===== config.mk =====
export PLATFORM = sky130hd
export DESIGN_NAME = mmio_pwm_led
export DESIGN_NICKNAME = d
export VERILOG_FILES = /design/src/rtl/mmio_pwm_led.sv
export SDC_FILE = /design/constraint.sdc
export NUM_CORES = 1
export LEC_CHECK = 0
export BUFFER_PORTS_ARGS = -buffer_cell sky130_fd_sc_hd__buf_4
export CAP_MARGIN = 20
export CORE_ASPECT_RATIO = 1.25
export CORE_MARGIN = 2
export CORE_UTILIZATION = 61
export CTS_BUF_LIST = sky130_fd_sc_hd__clkbuf_8
export DETAILED_ROUTE_END_ITERATION = 6
export PLACE_DENSITY = 0.83
export SKIP_CTS_REPAIR_TIMING = 1
export SYNTH_ARGS = -nofsm -noshare
export SYNTH_HDL_FRONTEND = slang
export SYNTH_SLANG_ARGS = --single-unit
export TNS_END_PERCENT = 100

===== constraint.sdc =====
create_clock -name clk -period 4 [get_ports clk]
set_clock_uncertainty 0.2 [all_clocks]
set_input_delay 0.2 -clock clk [delete_from_list [all_inputs] [get_ports clk]]
set_output_delay 0.2 -clock clk [all_outputs]
set_load 0.02 [all_outputs]

===== src/rtl/mmio_pwm_led.sv =====
// Memory-mapped N-channel PWM LED controller: shared prescaler and period counter,
// per-channel double-buffered duty, optional breathe fade, polarity inversion.
module mmio_pwm_led #(
    parameter int          NUM_CH    = 4,
    parameter int          PWM_WIDTH = 8,
    parameter logic [31:0] BASE_ADDR = 32'hFFFF_FF00
) (
    input  logic              clk,
    input  logic              rst_n,
    input  logic              mem_wen,
    input  logic [31:0]       mem_wa,
    input  logic [31:0]       mem_wd,
    input  logic [2:0]        mem_funct3,
    input  logic [31:0]       mem_ra,
    output logic [31:0]       rd_data,
    output logic              rd_hit,
    output logic [NUM_CH-1:0] pwm_out
);
    localparam int W = PWM_WIDTH;

    logic          en, inv;
    logic [15:0]   prescale, prescale_act, pre_cnt;
    logic [W-1:0]  cnt;
    logic [W-1:0]  duty   [NUM_CH];
    logic [W-1:0]  shadow [NUM_CH];
    logic [W-1:0]  level  [NUM_CH];
    logic [W-1:0]  eff    [NUM_CH];
    logic          fade   [NUM_CH];
    logic          dir    [NUM_CH];
    logic [31:0]   view   [64];

    logic          wr_hit, rd_hit_c, wr_ok, wr_en, tick, period_end;
    logic [5:0]    wr_idx;
    logic [31:0]   wr_mask, wr_data, wr_word;
    logic          unused_ok;

    assign wr_hit     = (mem_wa[31:8] == BASE_ADDR[31:8]);
    assign rd_hit_c   = (mem_ra[31:8] == BASE_ADDR[31:8]);
    assign wr_idx     = mem_wa[7:2];
    assign tick       = en && (pre_cnt == prescale_act);
    assign period_end = tick && (cnt == {W{1'b1}});
    assign unused_ok  = ^{mem_ra[1:0], wr_word[31:16]};

    // Word-level view of the register map; shared by reads and write merging.
    always_comb begin
        for (int i = 0; i < 64; i++) view[i] = '0;
        view[0] = {30'd0, inv, en};
        view[1] = {16'd0, prescale};
        view[2] = 32'(cnt);
        for (int c = 0; c < NUM_CH; c++) begin
            view[4 + 2*c] = 32'(duty[c]);
            view[5 + 2*c] = {31'd0, fade[c]};
        end
    end

    always_comb begin
        wr_mask = '0;
        wr_data = '0;
        wr_ok   = 1'b0;
        case (mem_funct3)
            3'b000: begin
                wr_ok   = 1'b1;
                wr_mask = 32'h0000_00FF << {mem_wa[1:0], 3'b000};
                wr_data = {4{mem_wd[7:0]}};
            end
            3'b001: begin
                wr_ok   = !mem_wa[0];
                wr_mask = mem_wa[1] ? 32'hFFFF_0000 : 32'h0000_FFFF;
                wr_data = {2{mem_wd[15:0]}};
            end
            3'b010: begin
                wr_ok   = (mem_wa[1:0] == 2'b00);
                wr_mask = '1;
                wr_data = mem_wd;
            end
            default: ;
        endcase
        wr_word = (view[wr_idx] & ~wr_mask) | (wr_data & wr_mask);
        wr_en   = mem_wen && wr_hit && wr_ok;
    end

    always_comb begin
        for (int c = 0; c < NUM_CH; c++) eff[c] = fade[c] ? level[c] : shadow[c];
    end

    always_ff @(posedge clk) begin
        if (!rst_n) begin
            en           <= 1'b0;
            inv          <= 1'b0;
            prescale     <= '0;
            prescale_act <= '0;
            pre_cnt      <= '0;
            cnt          <= '0;
            rd_data      <= '0;
            rd_hit       <= 1'b0;
            pwm_out      <= '0;
            for (int c = 0; c < NUM_CH; c++) begin
                duty[c]   <= '0;
                shadow[c] <= '0;
                level[c]  <= '0;
                fade[c]   <= 1'b0;
                dir[c]    <= 1'b0;
            end
        end else begin
            if (wr_en && wr_idx == 6'd0) begin
                en  <= wr_word[0];
                inv <= wr_word[1];
            end
            if (wr_en && wr_idx == 6'd1) prescale <= wr_word[15:0];

            rd_hit  <= rd_hit_c;
            rd_data <= rd_hit_c ? view[mem_ra[7:2]] : '0;

            // New PRESCALE values are only picked up at a tick so the current interval completes.
            if (!en) begin
                pre_cnt      <= '0;
                cnt          <= '0;
                prescale_act <= prescale;
            end else if (tick) begin
                pre_cnt      <= '0;
                cnt          <= cnt + 1'b1;
                prescale_act <= prescale;
            end else begin
                pre_cnt <= pre_cnt + 16'd1;
            end

            for (int c = 0; c < NUM_CH; c++) begin
                if (wr_en && wr_idx == 6'(4 + 2*c)) duty[c] <= wr_word[W-1:0];
                if (wr_en && wr_idx == 6'(5 + 2*c)) fade[c] <= wr_word[0];
                if (!en || period_end) shadow[c] <= duty[c];

                if (!fade[c]) begin
                    level[c] <= '0;
                    dir[c]   <= 1'b0;
                end else if (!dir[c] && level[c] > shadow[c]) begin
                    level[c] <= shadow[c];
                    dir[c]   <= 1'b1;
                end else if (period_end) begin
                    if (!dir[c]) begin
                        if (level[c] < shadow[c]) level[c] <= level[c] + 1'b1;
                        else                      dir[c]   <= 1'b1;
                    end else begin
                        if (level[c] != '0) level[c] <= level[c] - 1'b1;
                        else                dir[c]   <= 1'b0;
                    end
                end

                pwm_out[c] <= (en && (cnt < eff[c])) ^ inv;
            end
        end
    end
endmodule


Word level (Yosys, flattened, before mapping)
Memories as Yosys holds them, arrays and structs flattened. Cells that the tools add are included.

Register bits: 95. Bits in writable memories: 104. Input bits: 102. Output and inout port bits: 37. Word-level logic and storage cells: 378. Memories kept: 5.

Memory list: duty (words 4, bits a word 8, read ports 4, clocked after Yosys merged registers in 0, wr ports 4, line 24) `logic [W-1:0] duty [NUM_CH];`; level (words 4, bits a word 8, read ports 4, clocked after Yosys merged registers in 0, wr ports 4, line 26) `logic [W-1:0] level [NUM_CH];`; shadow (words 4, bits a word 8, read ports 4, clocked after Yosys merged registers in 0, wr ports 4, line 25) `logic [W-1:0] shadow [NUM_CH];`; dir (words 4, bits a word 1, read ports 4, clocked after Yosys merged registers in 0, wr ports 4, line 29) `logic dir [NUM_CH];`; fade (words 4, bits a word 1, read ports 4, clocked after Yosys merged registers in 0, wr ports 4, line 28) `logic fade [NUM_CH];`.

$add $sub $neg: 10. $lt $le $gt $ge: 14. Equal/unequal tests: 16. Shifts and indexed selects: 1. Multiplexer cells: 228. Bitwise logic cells: 56. Reductions and logical operators: 39.

Operators with widths (number): 32-bit binary-select mux with 6-bit select (2); 8-bit two-way mux (28); 1-bit two-way mux (188); 16-bit one-hot mux with 3 select lines (2); 16-bit two-way mux (5); 8-bit less-than comparator (8); 32-bit two-way mux (2); 24-bit == test (second input constant) (2); 1-bit OR (44); 8-bit by 1-bit adder with 8-bit output (second input constant) (5); 16-bit bitwise AND (2); 8-bit > comparator (4); 8-bit nonzero test (4); 8-bit by 1-bit subtractor with 8-bit output (second input constant) (4); 6-bit by 3-bit == test with 1-bit output (second input constant) (4); 6-bit by 4-bit == test with 1-bit output (second input constant) (4); 1-bit logical AND (22); 16-bit by 1-bit adder with 16-bit output (second input constant) (1); 16-bit == test (1); 16-bit inverter (1); 16-bit OR (1); 8-bit by 5-bit left shift with 16-bit output (first input constant) (1); 7-bit >= comparator (second input constant) (2); 6-bit inverter with 7-bit output (2); other kinds (15) (25).

Logic depth before layout (Yosys ltp)
An unclocked memory read counts as a cell.

Word-level depth: 11. Mapped depth: 10. Depth with buffers taken out: 8.

Least setup slack after synthesis
No wires, ideal clock.

Kind: flip-flop to flip-flop. From: reg cnt[1]. To: mem level[1][0] (netlist name), enable pin. Setup time: 0.384 ns. Arrival: 2.436 ns. Data required time: 3.416 ns. Path slack: 0.980 ns. Cell stages (with the launch flop): 9. Path buffers: 2. Clock period less this slack: 3.020 ns. Path through: dfxtp_1 > ha_1 > nand2_1 > or3_1 > clkbuf_1 > nor2_1 > buf_2 > mux2i_1 > o21ai_0.

RTL lines: from (decl) (line 23) `logic [W-1:0] cnt;`; from (signal assigned) (line 121) `cnt <= cnt + 1'b1;`; to (decl) (line 26).

Worst setup path after layout
From: in mem_ra[20]. To: reg rd_data[14].

Word-level cells in the longest chain between the ends: 2.

Ends and longest elaborated chain: from (decl) (line 14) `input logic [31:0] mem_ra,`; 24-bit == test (line 38) `assign rd_hit_c = (mem_ra[31:8] == BASE_ADDR[31:8]);`; 2-bit AND reduction (no source line); to (signal assigned) (line 112) `rd_data <= rd_hit_c ? view[mem_ra[7:2]] : '0;`; to (decl) (line 15) `output logic [31:0] rd_data,`.

No other way between the ends. A chain may end at the register's enable or synchronous reset.

==> impl_metrics.csv <==
group,metric,value,unit
timing,rsz0062_at_grt,"false",
clock_tree,cts_buffers,17,
clock_tree,clkTransAtPathRegs,0.11,ns
clock_tree,htree_levels,4,
place,dpl.hpwl,22300,um
clock_tree,insertion_delay,0.50,ns
timing,relSlewSlack,35.0,%
grt,grt_max_degree,58,
clock_tree,cts_root_buf,"clkbuf_8",
setup_path,cp.required,4.24,ns
logic_synthesis,synthCells,1273,
floorplan,die_area,20400,um^2
power_and_ir_drop,clkPwrFrac,33.8,%
power_and_ir_drop,peakVddDrop,285,uV
grt,grt_pass1_vias,9645,
logic_synthesis,yosys.area_share.simple,20.9,%
finish,multiInputGateArea,6540,um^2
power_and_ir_drop,switching_share,28.8,%
finish,drive_above_1_share,13.4,%
logic_synthesis,ys.flop_type,"edfxtp_1",
grt,grt_pass1_wl,48200,um
timing,fin_crit,3.29,ns
logic_synthesis,synthMuxAreaShare,7.75,%
route,vias_per_cell,6.38,
logic_synthesis,synthArstFlopShare,0,%
timing,final_max_slew_viol_count,0,
logic_synthesis,synth_edf_count,98,
setup_path,critPathMaxStageDelay,0.77,ns
finish,area_growth,12.2,%
place,gp_congestion,0.947,
floorplan,chipWidth,128,um
power_and_ir_drop,power_density,293,nW/um^2
setup_path,worstPathArrival,3.54,ns
clock_tree,cts_max_path_buffers,2,
setup_path,critPathTopFamily,"buffers and inverters",
floorplan,chipHeight,159,um
clock_tree,cts_sinks,183,
setup_path,crit_path_start_kind,"input pin",
logic_synthesis,netlist_area,11800,um^2
logic_synthesis,ys_ff_latch,183,
logic_synthesis,yosys.area.top_type,"edfxtp_1",
timing,fin_crit_sh,82.3,%
logic_synthesis,yosysSeqAreaShare,39.5,%
floorplan,num_rows,56,
power_and_ir_drop,combPwrFrac,12.7,%
grt,antenna_found_initial,0,
route,vias,10200,
floorplan,coreArea,18800,um^2
floorplan,ioPinCount,139,
power_and_ir_drop,p_seq_share,53.5,%
route,wire_per_inst,19.1,um
route,drtIter0Drc,1077,
logic_synthesis,yosys.cell_count.top_type,"nor2_1",
floorplan,start_util,62.4,%
timing,tightest_slew,0.969,ns
logic_synthesis,synth_area_leaders,"edfxtp_1, dfxtp_1, ha_1, mux2i_1, nor2_1",
finish,n_fill_cell,1423,
logic_synthesis,synth_top_family_by_area,"simple AND/OR/NAND/NOR gates",
logic_synthesis,syn_avg_cell_area,9.24,um^2
place,dp.cells,1555,
setup_path,reg2reg_depth,6,
grt,grt_usage,29.7,%
logic_synthesis,synth_compound_area_share,12.9,%
power_and_ir_drop,p_int,2.76,mW
setup_path,worstSetupEndpointType,"flip-flop",
timing,setup_slack,0.709,ns
timing,final.setup.tns,0,ns
logic_synthesis,synth_xor_area_share,5.66,%
logic_synthesis,synth_warnings,0,
finish,instances_no_fill,1604,
place,pre_cts_ws,0.932,ns
finish,nNetsFinal,1535,
setup_path,critical_path_peak_fanout,9,
setup_path,crit_path_top_delay_cell,"nor4b_2",
grt,gr-total-overflow,0,
setup_path,crit_chain,"dlygate4sd3_1 -> buf_4 -> nand3_1 -> dlygate4sd3_1 -> nor4_2 -> nand2_2 -> nor4b_2 -> dlygate4sd3_1 -> and2_1",
setup_path,cpMostUsedCell,"dlygate4sd3_1",
setup_path,critical_path_depth,9,
logic_synthesis,synth_top_area_share,25.0,%
setup_path,cp_num_buf_inv,4,
flow_run,drv_cap,0,
min_path,hold_depth,5,
route,drc,0,
status,violations,"hold timing",
logic_synthesis,synth-adder-area-share,7.88,%
power_and_ir_drop,p_leak,5.33,nW
route,first_pass_iters,6,
logic_synthesis,yosysUniqueCellTypes,65,
status,status,"finished with violations",
finish,seq_area,4640,um^2
power_and_ir_drop,power,3.87,mW
power_and_ir_drop,switching_power,1.11,mW
setup_path,crit_type,"input pin to flip-flop",
route,finalWirelength,30700,um
timing,setup_viol,0,
route,postRouteAntennaNets,0,
finish,num_antenna_cells,0,
min_path,hp-class,"input pin to flip-flop",
place,io_buffers,104,
logic_synthesis,synthTopCellsByCount,"nor2_1, edfxtp_1, dfxtp_1",
timing,fmax,304,MHz
timing,hold_viol,2,
clock_tree,cts_tree,"built",
timing,hold-worst-slack,-0.0196,ns
## flip-flops by register name, summed over array words and instances (netlist names)
name and flops:
dir 4, level 32, duty 32, prescale_act 16
rd_data 16, shadow 32, pwm_out 4, fade 4
rd_hit 1, en 1, prescale 16, cnt 8
inv 1, pre_cnt 16
## power groups by stage
stage          registers, mW  logic (mW)  clock network (mW)
6_report                2.07       0.490                1.31
5_1_grt                 2.08       0.539                1.38
2_1_floorplan           2.07       0.348                   0
4_1_cts                 2.07       0.466                1.32
3_3_place_gp            2.11       0.450                   0
3_5_place_dp            2.11       0.463                   0
## kinds of logic (layout without fill, tap and decap cells)
family,Yosys count,count (layout)
compound gates,235,235
xor+xnor,76,76
fa+ha+maj,74,74
buf+inv,143,227
flops,183,183
mux,86,86
other cells,1,16
simple gates,475,475
## metrics by stage
step                area (um^2)  util (%)
finish                    13200      70.0
global route              13200      70.0
global placement          12600      66.9
CTS                       13000      69.1
floorplan                 11800         -
detailed placement        12600      66.9
## final cells by class
cell class                      count  share of cell area, %
Multi-Input combinational cell    962                   49.6
Sequential cell                   183                   35.2
Timing Repair Buffer              142                   8.40
Tap cell                          232                   2.20
Clock buffer                       17                   1.77
Inverter                           53                   1.51
Clock inverter                     15                   1.36
## worst register-to-register path: stages (launching register included)
cell and delay, ns:
dfxtp_1 0.60, ha_1 0.30, nand2_1 0.12, nor3_1 0.45, nand2_1 0.51, nand3_1 0.23
buf_4 0.39
## final timing paths
kind,endpoint,startpoint,slack (ns)
min,prescale[14],mem_wd[14],-0.02
min reg2reg,prescale_act[12],prescale[12],0.28
max reg2reg,shadow[2][0],cnt[1],0.86
max,rd_data[14],mem_ra[20],0.71
## cell usage in the layout (no fill, tap or decap), types with 34 or more instances in the layout
master	netlist	layout
a21oi_1	68	68
and3_1	43	43
buf_4	17	125
dfxtp_1	85	85
edfxtp_1	98	98
ha_1	74	74
inv_1	51	52
mux2i_1	82	82
nand2_1	82	82
nand3_1	50	50
nor2_1	140	140
nor3_1	36	36
o21ai_0	51	51
xnor2_1	34	34
xor2_1	42	42
## layer usage
| metal | up-vias | track usage (%) | part of all wire (%) |
|---|---|---|---|
| li1 | 4794 | - | - |
| met1 | 4782 | 36.8 | 38 |
| met2 | 543 | 50.5 | 50 |
| met3 | 115 | 4.40 | 7.7 |
| met4 | 0 | 14.1 | 4.7 |
| met5 | - | 0 | 0 |
Note: power is estimated with default switching activity, not from simulation.
